--- config.mk ---
export PLATFORM = sky130hd
export DESIGN_NAME = lanectrl_pause_sync_array_flat
export DESIGN_NICKNAME = d
export VERILOG_FILES = /design/src/rtl/lanectrl_pause_pkg.sv /design/src/rtl/lanectrl_pause_sync_array_if.sv /design/src/rtl/lanectrl_pause_lane.sv /design/src/rtl/lanectrl_pause_sync_array.sv /design/src/flat_wrapper.sv
export SDC_FILE = /design/constraint.sdc
export NUM_CORES = 1
export LEC_CHECK = 0
export ABC_CLOCK_PERIOD_IN_PS = 1300
export CAP_MARGIN = 20
export CORE_MARGIN = 2
export CORE_UTILIZATION = 40
export CTS_CLUSTER_SIZE = 30
export DETAILED_ROUTE_END_ITERATION = 10
export GPL_TIMING_DRIVEN = 0
export HOLD_SLACK_MARGIN = 0.12
export PLACE_DENSITY_LB_ADDON = 0.1
export SYNTH_ARGS = -nofsm -noshare
export SYNTH_HDL_FRONTEND = slang
export SYNTH_HIERARCHICAL = 1
export SYNTH_SLANG_ARGS = --single-unit
--- constraint.sdc ---
create_clock -name CLK -period 1.3 [get_ports CLK]
set_clock_uncertainty 0.2 [all_clocks]
set_input_delay 0.13 -clock CLK [delete_from_list [all_inputs] [get_ports CLK]]
set_output_delay 0.13 -clock CLK [all_outputs]
set_load 0.02 [all_outputs]
--- src/rtl/lanectrl_pause_pkg.sv ---
// Shared definitions for the lane pause conditioner.
//   pause_state_t : per-lane FSM state
//   range limits  : legal parameter ranges for the array and its lanes
//   cnt_width()   : width of the per-lane down-counter
package lanectrl_pause_pkg;

  typedef enum logic [1:0] {
    StIdle,
    StAssert,
    StHold,
    StGap
  } pause_state_t;

  localparam int unsigned MinLanes      = 1;
  localparam int unsigned MaxLanes      = 16;
  localparam int unsigned MinSyncStages = 1;
  localparam int unsigned MaxSyncStages = 4;
  localparam int unsigned MinPulseLo    = 1;
  localparam int unsigned MinPulseHi    = 15;
  localparam int unsigned MinGapHi      = 15;

  // Wide enough to hold max(min_pulse, min_gap); never narrower than 1 bit.
  function automatic int unsigned cnt_width(input int unsigned min_pulse,
                                            input int unsigned min_gap);
    int unsigned m;
    m = (min_pulse > min_gap) ? min_pulse : min_gap;
    return (m < 1) ? 1 : $clog2(m + 1);
  endfunction

  function automatic bit params_ok(input int unsigned num_lanes,
                                   input int unsigned sync_stages,
                                   input int unsigned min_pulse,
                                   input int unsigned min_gap,
                                   input int unsigned fall_edge_out);
    return (num_lanes >= MinLanes) && (num_lanes <= MaxLanes) &&
           (sync_stages >= MinSyncStages) && (sync_stages <= MaxSyncStages) &&
           (min_pulse >= MinPulseLo) && (min_pulse <= MinPulseHi) &&
           (min_gap <= MinGapHi) && (fall_edge_out <= 1);
  endfunction

endpackage

--- src/rtl/lanectrl_pause_sync_array_if.sv ---
// Pause bus between the pause sources and the lane controllers.
//   pause_req  : per-lane requests, asynchronous to CLK
//   pause_sync : conditioned per-lane pause
//   pause_any  : registered OR of all lane pause bits
//   stretched  : per-lane one-cycle strobe on an extended or deferred pause
// master = request source / consumer side, slave = conditioner.
interface lanectrl_pause_sync_array_if #(
  parameter int unsigned NUM_LANES = 4
);
  logic [NUM_LANES-1:0] pause_req;
  logic [NUM_LANES-1:0] pause_sync;
  logic                 pause_any;
  logic [NUM_LANES-1:0] stretched;

  modport master (output pause_req, input pause_sync, input pause_any, input stretched);
  modport slave  (input pause_req, output pause_sync, output pause_any, output stretched);
endinterface

--- src/rtl/lanectrl_pause_lane.sv ---
// One lane: request synchroniser, pause FSM and shared pulse/gap down-counter.
//   CLK, RESET    : lane control clock, asynchronous active-high reset
//   pause_req_i   : raw request, asynchronous to CLK
//   pause_o       : conditioned pause (registered)
//   stretched_o   : one-cycle strobe when a pause was extended or a request deferred
module lanectrl_pause_lane
  import lanectrl_pause_pkg::*;
#(
  parameter int unsigned SYNC_STAGES = 2,
  parameter int unsigned MIN_PULSE   = 2,
  parameter int unsigned MIN_GAP     = 1
) (
  input  logic CLK,
  input  logic RESET,
  input  logic pause_req_i,
  output logic pause_o,
  output logic stretched_o
);

  localparam int unsigned CntW = cnt_width(MIN_PULSE, MIN_GAP);
  localparam logic [CntW-1:0] PulseLoad = CntW'(MIN_PULSE - 1);
  localparam logic [CntW-1:0] GapLoad   = (MIN_GAP == 0) ? '0 : CntW'(MIN_GAP - 1);

  (* syn_keep = 1 *) logic [SYNC_STAGES-1:0] sync_q;
  logic req_s;

  always_ff @(posedge CLK or posedge RESET) begin
    if (RESET) begin
      sync_q <= '0;
    end else begin
      sync_q[0] <= pause_req_i;
      for (int i = 1; i < SYNC_STAGES; i++) sync_q[i] <= sync_q[i-1];
    end
  end

  assign req_s = sync_q[SYNC_STAGES-1];

  pause_state_t    state_q, state_d;
  logic [CntW-1:0] cnt_q, cnt_d;
  logic            fell_q, fell_d;     // request dropped while the minimum width was running
  logic            pause_q, pause_d;
  logic            strb_q, strb_d;

  always_comb begin
    state_d = state_q;
    cnt_d   = cnt_q;
    fell_d  = fell_q;
    strb_d  = 1'b0;
    unique case (state_q)
      StIdle: begin
        if (req_s) begin
          state_d = StAssert;
          cnt_d   = PulseLoad;
          fell_d  = 1'b0;
        end
      end
      StAssert: begin
        if (cnt_q != '0) begin
          cnt_d = cnt_q - CntW'(1);
          if (!req_s) fell_d = 1'b1;
        end else if (req_s) begin
          state_d = StHold;
        end else begin
          strb_d = fell_q;
          if (MIN_GAP == 0) begin
            state_d = StIdle;
          end else begin
            state_d = StGap;
            cnt_d   = GapLoad;
          end
        end
      end
      StHold: begin
        if (!req_s) begin
          if (MIN_GAP == 0) begin
            state_d = StIdle;
          end else begin
            state_d = StGap;
            cnt_d   = GapLoad;
          end
        end
      end
      StGap: begin
        // Requests are ignored until the gap expires; one still present then
        // is launched late and flagged.
        if (cnt_q != '0) begin
          cnt_d = cnt_q - CntW'(1);
        end else if (req_s) begin
          state_d = StAssert;
          cnt_d   = PulseLoad;
          fell_d  = 1'b0;
          strb_d  = 1'b1;
        end else begin
          state_d = StIdle;
        end
      end
      default: state_d = StIdle;
    endcase
    pause_d = (state_d == StAssert) || (state_d == StHold);
  end

  always_ff @(posedge CLK or posedge RESET) begin
    if (RESET) begin
      state_q <= StIdle;
      cnt_q   <= '0;
      fell_q  <= 1'b0;
      pause_q <= 1'b0;
      strb_q  <= 1'b0;
    end else begin
      state_q <= state_d;
      cnt_q   <= cnt_d;
      fell_q  <= fell_d;
      pause_q <= pause_d;
      strb_q  <= strb_d;
    end
  end

  assign pause_o     = pause_q;
  assign stretched_o = strb_q;

endmodule

--- src/rtl/lanectrl_pause_sync_array.sv ---
// Multi-lane pause conditioner for the DDR PHY lane controllers.
//   CLK, RESET : lane control clock, asynchronous active-high reset
//   pause_io   : pause bus (slave side): requests in, conditioned pause,
//                PAUSE_ANY and STRETCHED strobes out
// Each lane is independent; PAUSE_ANY is a registered OR of the lane pause bits.
// With FALL_EDGE_OUT=1 only pause_sync is retimed onto the falling edge.
module lanectrl_pause_sync_array
  import lanectrl_pause_pkg::*;
#(
  parameter int unsigned NUM_LANES     = 4,
  parameter int unsigned SYNC_STAGES   = 2,
  parameter int unsigned MIN_PULSE     = 2,
  parameter int unsigned MIN_GAP       = 1,
  parameter int unsigned FALL_EDGE_OUT = 0
) (
  input logic                        CLK,
  input logic                        RESET,
  lanectrl_pause_sync_array_if.slave pause_io
);

  localparam bit ParamsOk = params_ok(NUM_LANES, SYNC_STAGES, MIN_PULSE, MIN_GAP, FALL_EDGE_OUT);

  logic [NUM_LANES-1:0] lane_pause;
  logic [NUM_LANES-1:0] lane_stretched;
  logic                 pause_any_q;

  if (ParamsOk) begin : g_lanes
    for (genvar i = 0; i < NUM_LANES; i++) begin : g_lane
      lanectrl_pause_lane #(
        .SYNC_STAGES (SYNC_STAGES),
        .MIN_PULSE   (MIN_PULSE),
        .MIN_GAP     (MIN_GAP)
      ) u_lane (
        .CLK         (CLK),
        .RESET       (RESET),
        .pause_req_i (pause_io.pause_req[i]),
        .pause_o     (lane_pause[i]),
        .stretched_o (lane_stretched[i])
      );
    end
  end else begin : g_bad_params
    // Out-of-range configuration elaborates to a block that never pauses.
    assign lane_pause     = '0;
    assign lane_stretched = '0;
  end

  always_ff @(posedge CLK or posedge RESET) begin
    if (RESET) pause_any_q <= 1'b0;
    else       pause_any_q <= |lane_pause;
  end

  if (FALL_EDGE_OUT != 0) begin : g_fall_out
    logic [NUM_LANES-1:0] pause_fe_q;
    always_ff @(negedge CLK or posedge RESET) begin
      if (RESET) pause_fe_q <= '0;
      else       pause_fe_q <= lane_pause;
    end
    assign pause_io.pause_sync = pause_fe_q;
  end else begin : g_rise_out
    assign pause_io.pause_sync = lane_pause;
  end

  assign pause_io.pause_any = pause_any_q;
  assign pause_io.stretched = lane_stretched;

endmodule
--- src/flat_wrapper.sv ---
// flat-port wrapper written by rule: the top's interface ports become plain ports
module lanectrl_pause_sync_array_flat import lanectrl_pause_pkg::*;
#(
  parameter int unsigned NUM_LANES     = 4,
  parameter int unsigned SYNC_STAGES   = 2,
  parameter int unsigned MIN_PULSE     = 2,
  parameter int unsigned MIN_GAP       = 1,
  parameter int unsigned FALL_EDGE_OUT = 0
)
  (CLK, RESET, pause_io_pause_req, pause_io_pause_sync, pause_io_pause_any, pause_io_stretched);
  lanectrl_pause_sync_array_if #(.NUM_LANES(NUM_LANES)) pause_io_i ();
  input logic CLK;
  input logic RESET;
  input wire logic [$bits(pause_io_i.pause_req)-1:0] pause_io_pause_req;
  output wire logic [$bits(pause_io_i.pause_sync)-1:0] pause_io_pause_sync;
  output wire logic [$bits(pause_io_i.pause_any)-1:0] pause_io_pause_any;
  output wire logic [$bits(pause_io_i.stretched)-1:0] pause_io_stretched;
  assign pause_io_i.pause_req = pause_io_pause_req;
  assign pause_io_pause_sync = pause_io_i.pause_sync;
  assign pause_io_pause_any = pause_io_i.pause_any;
  assign pause_io_stretched = pause_io_i.stretched;
  lanectrl_pause_sync_array #(.NUM_LANES(NUM_LANES), .SYNC_STAGES(SYNC_STAGES), .MIN_PULSE(MIN_PULSE), .MIN_GAP(MIN_GAP), .FALL_EDGE_OUT(FALL_EDGE_OUT)) u_core (.CLK(CLK), .RESET(RESET), .pause_io(pause_io_i));
endmodule
==> results of run 1 <==
==> placed cells by master (no fill, tap or decap), types with 2 or more instances in the layout <==
cell             instances
a21oi_1                  2
a21oi_2                  2
a31oi_1                  4
and2_1                   4
buf_4                   20
buf_6                    9
clkbuf_2                 2
clkbuf_8                 5
clkdlybuf4s15_1          5
clkdlybuf4s50_1          5
clkinvlp_4               2
dfrtp_1                 32
dfrtp_2                  5
dlygate4sd3_1            5
inv_1                    3
inv_2                    2
inv_4                    2
maj3_2                   4
mux2_4                   4
mux2i_1                  4
nand2_1                  8
nand3_2                  4
nor2_1                   2
nor2b_1                  4
o21a_1                   4
o21ai_0                 11
o21ai_1                  3
o21ai_2                  2
o311ai_1                 2
o311ai_2                 2
or3b_4                   4
xnor2_1                  2
xnor2_2                  2
xor2_2                   2
==> metal layers <==
layer,track usage [%],wire length (um),vias to the layer above
li1,-,-,549
met4,9.38,57,0
met3,3.41,107,5
met5,0,0,-
met1,17.7,1250,554
met2,25.8,1500,19
==> cells by family (layout without fill, tap and decap cells) <==
kind of cell | count (synthesis) | after routing | share of synthesized area [%]
AOI/OAI and AO/OA | 32 | 32 | 12.4
buffers and inverters | 13 | 63 | 3.51
adders and majority gates | 4 | 4 | 2.61
muxes | 8 | 8 | 5.55
and+or+nand+nor | 29 | 29 | 10.9
xor gates and xnor gates | 8 | 8 | 4.57
DFF | 37 | 37 | 60.4
==> flip-flops by register name, indices dropped and copies added, names as in the netlist <==
register	cells
u_core/g_lanes.g_lane.u_lane/cnt_q	8
u_core/g_lanes.g_lane.u_lane/state_q	8
u_core/g_lanes.g_lane.u_lane/sync_q	8
u_core/g_lanes.g_lane.u_lane/fell_q	4
u_core/g_lanes.g_lane.u_lane/pause_o	4
u_core/g_lanes.g_lane.u_lane/stretched_o	4
u_core/pause_io.pause_any	1
==> per-stage QoR <==
stage / cell area, um2 / hold slack [ps] / std cells
floorplan: 1560 / -341 / 131
global placement: 1760 / 133 / 193
detailed placement: 1760 / 135 / 193
CTS: 2110 / 150 / 227
global route: 2220 / 167 / 229
finish: 2220 / 149 / 229
==> worst max path at each step <==
stage / end / slack [ps] / depth (start not counted)
5_1_grt: u_core/g_lanes.g_lane[1].u_lane/state_q[0] / -120 / 2
2_1_floorplan: u_core/g_lanes.g_lane[0].u_lane/state_q[0] / -90 / 2
6_report: u_core/g_lanes.g_lane[3].u_lane/state_q[0] / -100 / 2
3_3_place_gp: u_core/g_lanes.g_lane[2].u_lane/state_q[0] / -160 / 2
3_5_place_dp: u_core/g_lanes.g_lane[3].u_lane/state_q[0] / -160 / 2
4_1_cts: u_core/g_lanes.g_lane[3].u_lane/state_q[0] / -90 / 2
==> power by group through the flow <==
stage,combinational [mW],clock (mW),sequential (mW)
2_1_floorplan,1.26,0,1.95
3_3_place_gp,1.79,0,1.87
3_5_place_dp,1.83,0,1.88
4_1_cts,2.58,0.747,1.77
5_1_grt,3.17,0.806,1.82
6_report,2.91,0.720,1.78
==> worst register-to-register path, stage by stage (launching register included) <==
cell and delay [ps]:
dfrtp_1 380, or3b_4 430, mux2_4 270
==> timing repair <==
action,CTS,global route
resized for setup,36,37
setup buffers,23,2
hold buffers,5,0
setup endpoints to repair,25,63
pin swaps,10,3
endpoints found under the hold margin,41,0
==> layout make-up <==
type	count	area, um2	area share (%)
tap	48	60.1	2.70
sequential	37	932	41.9
clock inverter	1	5.00	0.225
buffer	4	45.0	2.03
inverter	9	46.3	2.08
multi-input combinational	81	682	30.7
timing repair buffer	44	383	17.2
clock buffer	5	68.8	3.10
==> flow_summary_export.csv, run 1 <==
group,metric,value,unit
clock_network,clk_latency,280,ps
job,cap_violations,0,
power,clockPowerShare,13.3,%
layout,drive_gt1_share,43.6,%
synthesis,yosysSeqAreaShare,60.4,%
synthesis,synth_top_area_share,60.4,%
drt,vias,1127,
floorplan,rows,22,
power,p_total,5.41,mW
setup_path,end_kind,"flop",
outcome,violations,"setup timing",
setup_path,reg2reg_slack,-100,ps
timing,setup-tns-final,-728,ps
synthesis,ys_seq_elements,37,
timing,setup_violations,17,
synthesis,avgSynthCellArea,11.7,um2
synthesis,ys_async_sr_fraction,100,%
drt,first_pass_iters,4,
clock_network,cts.path.max_buffers,2,
power,powerDensity,2440,mW/mm2
floorplan,io_pins,15,
power,p_sw,1.90,mW
timing,period_share,107,%
synthesis,synth_cell_types,20,
setup_path,crit_type,"flop to flop",
clock_network,cts_tree,"done",
synthesis,synth_edf_count,0,
power,pwr-share-seq,32.9,%
floorplan,core_area,0.00366,mm2
setup_path,critPathLaunch,"u_core/g_lanes.g_lane[3].u_lane/cnt_q[0]",
drt,drtIter0Drc,47,
drt,wl_per_cell,12.8,um
layout,fillers,296,
layout,nets,188,
layout,diodes,0,
clock_network,htree_levels,2,
synthesis,netlist_instances,131,
setup_path,cpMaxStageDelayCell,"or3b_4",
synthesis,synthTopCellsByCount,"dfrtp_1, o21ai_0, inv_1, nand2_1",
synthesis,yosysWarningCount,6,
setup_path,start_kind,"flop",
clock_network,numCtsBuffers,5,
floorplan,die_w,65.9,um
grt,grt_usage,15.3,%
setup_path,worstPathMaxFanout,4,
clock_network,cts.sinks,37,
setup_path,required,1270,ps
drt,drc_errors,0,
grt,grt_max_degree,11,
min_path,whs_endpoint,"u_core/g_lanes.g_lane[2].u_lane/sync_q[1]",
synthesis,synth_area_leaders,"dfrtp_1, o21ai_0, mux2_2, or3b_4, maj3_1",
timing,tightest_slew,340,ps
timing,period_minus_slack,1400,ps
grt,grt_pass1_vias,1165,
floorplan,initial_core_util,41.9,%
power,p_leak,0.988,nW
outcome,outcome,"finished with violations",
setup_path,slowest_delay,430,ps
layout,syn2layout_area_growth,45.0,%
power,intPower,3.52,mW
grt,antenna_found_initial,0,
drt,via_per_inst,4.92,
place,dp_hpwl,1650,um
setup_path,r2r_cells,2,
timing,drv_slew,0,
min_path,hp-start,"u_core/g_lanes.g_lane[2].u_lane/sync_q[0]",
min_path,min_path_cells,0,
place,portBuffers,14,
floorplan,die_h,65.9,um
place,pre_cts_slack,-159,ps
setup_path,cp_data_arrival_time,1360,ps
power,combinationalPowerShare,53.8,%
synthesis,synth_nets,137,
timing,slew_headroom,77.3,%
setup_path,cp_num_buf_inv,0,
min_path,hp-class,"flop to flop",
timing,fmax,717,MHz
power,swShare,35.0,%
drt,wl,2920,um
setup_path,rr_startpoint,"u_core/g_lanes.g_lane[3].u_lane/cnt_q[0]",
place,globalplace.congestion,0.821,
setup_path,crit_chain,"or3b_4 -> mux2_4",
clock_network,cts_root_buf,"clkbuf_8",
setup_path,rr_endpoint,"u_core/g_lanes.g_lane[3].u_lane/state_q[0]",
synthesis,yosysMostFrequentCell,"dfrtp_1",
setup_path,critPathTopFamily,"simple AND/OR/NAND/NOR gates",
timing,rsz0062_at_grt,"true",
synthesis,syn-cell-area,0.00153,mm2
drt,detail-route-antenna-nets,0,
timing,finalHoldViolations,0,
floorplan,dieArea,0.00434,mm2
synthesis,yosysTopAreaCell,"dfrtp_1",
layout,postLayoutCoreUtil,60.7,%
synthesis,synthFlopType,"dfrtp_1",
grt,grt_first_pass_wirelength,4950,um
power,ir_drop,1.10,mV
timing,fin_ws,-95.5,ps
grt,grt_overflow_total,0,
clock_network,clk_pin_slew_worst_paths,70,ps
Power figures use the tool's default switching activity.
==> run 2, diff against run 1 <==
SYNTH_HIERARCHICAL = default   (was 1)
==> run 2 against run 1 <==
  * First-iteration DRC count is 8.5% higher
  * The flow still finishes with violations (setup timing)
  * Clock power is 20% higher
  * Via count is 4.4% higher
==> flow_summary_export.csv, run 2 <==
group,metric,value,unit
grt,grt_overflow_total,0,
timing,drv_slew,0,
floorplan,initial_core_util,41.3,%
layout,mostFrequentLayoutCell,"dfrtp_1",
outcome,outcome,"finished with violations",
layout,largestRegisters,"u_core.g_lanes.g_lane.u_lane.cnt_q (8), u_core.g_lanes.g_lane.u_lane.state_q (8), u_core.g_lanes.g_lane.u_lane.sync_q (8)",
grt,antenna_found_initial,0,
synthesis,ys_seq_elements,37,
timing,fin_ws,-54.7,ps
setup_path,critPathLaunch,"u_core.g_lanes.g_lane[2].u_lane.cnt_q[0]",
power,p_leak,1.04,nW
synthesis,netlist_instances,156,
synthesis,synth_top_area_share,56.0,%
power,ir_drop,0.944,mV
place,placed_area,0.00191,mm2
setup_path,cp_num_buf_inv,0,
synthesis,synth_cell_types,33,
floorplan,die_h,68.3,um
setup_path,cpMaxStageDelayCell,"dfrtp_1",
synthesis,synth_area_leaders,"dfrtp_1, o21ai_0, buf_4, nand2_1, mux2_2",
drt,detail-route-antenna-nets,0,
layout,syn2layout_area_growth,37.5,%
place,portBuffers,14,
setup_path,end_kind,"flop",
floorplan,rows,23,
setup_path,required,1270,ps
drt,via_per_inst,4.82,
floorplan,core_area,0.00400,mm2
place,pre_cts_slack,-110,ps
drt,drtIter0Drc,51,
synthesis,yosysMostFrequentCell,"dfrtp_1",
timing,setup_violations,7,
place,dp_hpwl,1840,um
timing,fmax,738,MHz
floorplan,io_pins,15,
layout,diodes,0,
clock_network,cts.sinks,37,
layout,fillers,336,
grt,grt_pass1_vias,1135,
clock_network,cts.path.max_buffers,2,
synthesis,yosys.area_share.simple,11.7,%
timing,rsz0062_at_grt,"true",
timing,tightest_slew,768,ps
setup_path,crit_type,"flop to flop",
timing,slew_headroom,48.8,%
synthesis,synth_top_family_by_area,"compound AO/OA/AOI/OAI gates",
synthesis,yosysWarningCount,0,
job,cap_violations,0,
synthesis,ys_async_sr_fraction,100,%
setup_path,rr_startpoint,"u_core.g_lanes.g_lane[2].u_lane.cnt_q[0]",
setup_path,worstPathMaxFanout,3,
synthesis,synth-compound-area-share,14.2,%
setup_path,critPathTopFamily,"flip-flops",
setup_path,cp_data_arrival_time,1330,ps
floorplan,dieArea,0.00466,mm2
layout,nets,199,
synthesis,synthAdderAreaFrac,2.57,%
clock_network,clk_pin_slew_worst_paths,70,ps
clock_network,clk_latency,290,ps
setup_path,start_kind,"flop",
synthesis,synthTopCellsByCount,"dfrtp_1, o21ai_0, nand2_1, buf_4, nor2_1",
min_path,hp-class,"primary input to asynchronous set/reset pin",
clock_network,cts_tree,"done",
clock_network,cts_root_buf,"clkbuf_8",
layout,drive_gt1_share,41.8,%
synthesis,muxShareOfSynthArea,2.73,%
synthesis,yosysTopAreaCell,"dfrtp_1",
layout,final_cell_mix,"dfrtp_1, buf_4, nand2_1",
clock_network,htree_levels,2,
outcome,violations,"setup timing",
power,powerDensity,2330,mW/mm2
layout,fin_cells,244,
drt,vias,1177,
clock_network,numCtsBuffers,5,
setup_path,crit_chain,"nand2b_4 -> or2_4 -> mux2_4",
synthesis,synthFlopType,"dfrtp_1",
synthesis,yosysSeqAreaShare,56.0,%
floorplan,die_w,68.3,um
grt,grt_usage,14.2,%
synthesis,synth_nets,162,
layout,fin_area,0.00227,mm2
place,placedCellCount,221,
synthesis,synth_xor_area_share,4.24,%
drt,first_pass_iters,4,
synthesis,synth_edf_count,0,
timing,period_minus_slack,1350,ps
drt,wl_per_cell,12.0,um
setup_path,slowest_delay,390,ps
synthesis,avgSynthCellArea,10.6,um2
grt,grt_first_pass_wirelength,4790,um
timing,period_share,104,%
timing,finalHoldViolations,0,
grt,grt_max_degree,21,
place,globalplace.congestion,0.810,
drt,wl,2920,um
drt,drc_errors,0,
synthesis,syn-cell-area,0.00165,mm2
[run 2: changes by cell type after synthesis, sizes merged, moves of 4 or more]
cell	delta
buf	+12
nand2	+7
o311ai	-4
nor2	+5
nor2b	-4
a21oi	+4
mux2i	-4
or3b	-4
[run 2: cells by family (layout without fill, tap and decap cells)]
logic type	Yosys count	count (layout)
AO/OA/AOI/OAI	39	39
flip-flops	37	37
AND/OR/NAND/NOR	39	39
buffers and inverters	25	63
adder cells (fa/ha/maj)	4	4
multiplexers	4	4
XOR/XNOR	8	8
[run 2: final cells by class]
class                      instances  area, um2  share of cell area, %
timing repair buffer              31        272                   11.9
clock inverter                     1       5.00                  0.220
buffer                            17        151                   6.66
tap                               50       62.6                   2.75
multi-input combinational         94        724                   31.9
clock buffer                       7       96.3                   4.24
sequential                        37        932                   41.0
inverter                           7       28.8                   1.27
[run 2: power by group]
part / internal (mW) / total, mW / switching [mW]
Clock: 0.479 / 0.867 / 0.388
Sequential: 1.55 / 1.83 / 0.283
Combinational: 1.42 / 2.60 / 1.18
Total: 3.44 / 5.29 / 1.85
[run 2: path summary, 6_finish.rpt]
path                                                              end  slack, ps  depth (start not counted)
max                        u_core.g_lanes.g_lane[2].u_lane.state_q[0]        -50                          3
min                          u_core.g_lanes.g_lane[1].u_lane.cnt_q[1]         80                          2
max reg2reg                u_core.g_lanes.g_lane[2].u_lane.state_q[0]        -50                          3
min reg2reg                 u_core.g_lanes.g_lane[1].u_lane.sync_q[1]        150                          0
max in group asynchronous  u_core.g_lanes.g_lane[2].u_lane.state_q[0]        260                          3
min in group CLK            u_core.g_lanes.g_lane[1].u_lane.sync_q[1]        150                          0
[run 2: repair_timing]
action	4_1_cts	5_1_grt
setup buffers	9	3
pin swaps	7	12
hold buffers	4	0
hold endpoints to repair	21	0
endpoints found under the setup margin	21	20
resized for setup	59	30
[run 2: layer usage]
metal	up-vias	GRT usage [%]	share of wire, %
met5	-	0	0
met1	569	16.7	43
met4	0	7.25	2.0
li1	579	-	-
met2	23	23.1	51
met3	6	4.93	3.9
[run 2: metrics by stage]
| stage | hold WS, ps | TNS, ps | util (%) | total power, mW |
|---|---|---|---|---|
| 6_report | 77.1 | -125 | 56.8 | 5.29 |
| 5_1_grt | 139 | -438 | 56.8 | 5.67 |
| 4_1_cts | 93.5 | -126 | 54.0 | 5.06 |
| 3_5_place_dp | 136 | -3300 | 47.7 | 3.91 |
| 3_3_place_gp | 132 | -24950 | 47.0 | 3.81 |
| 2_1_floorplan | -38.6 | -46.9 | - | 3.39 |
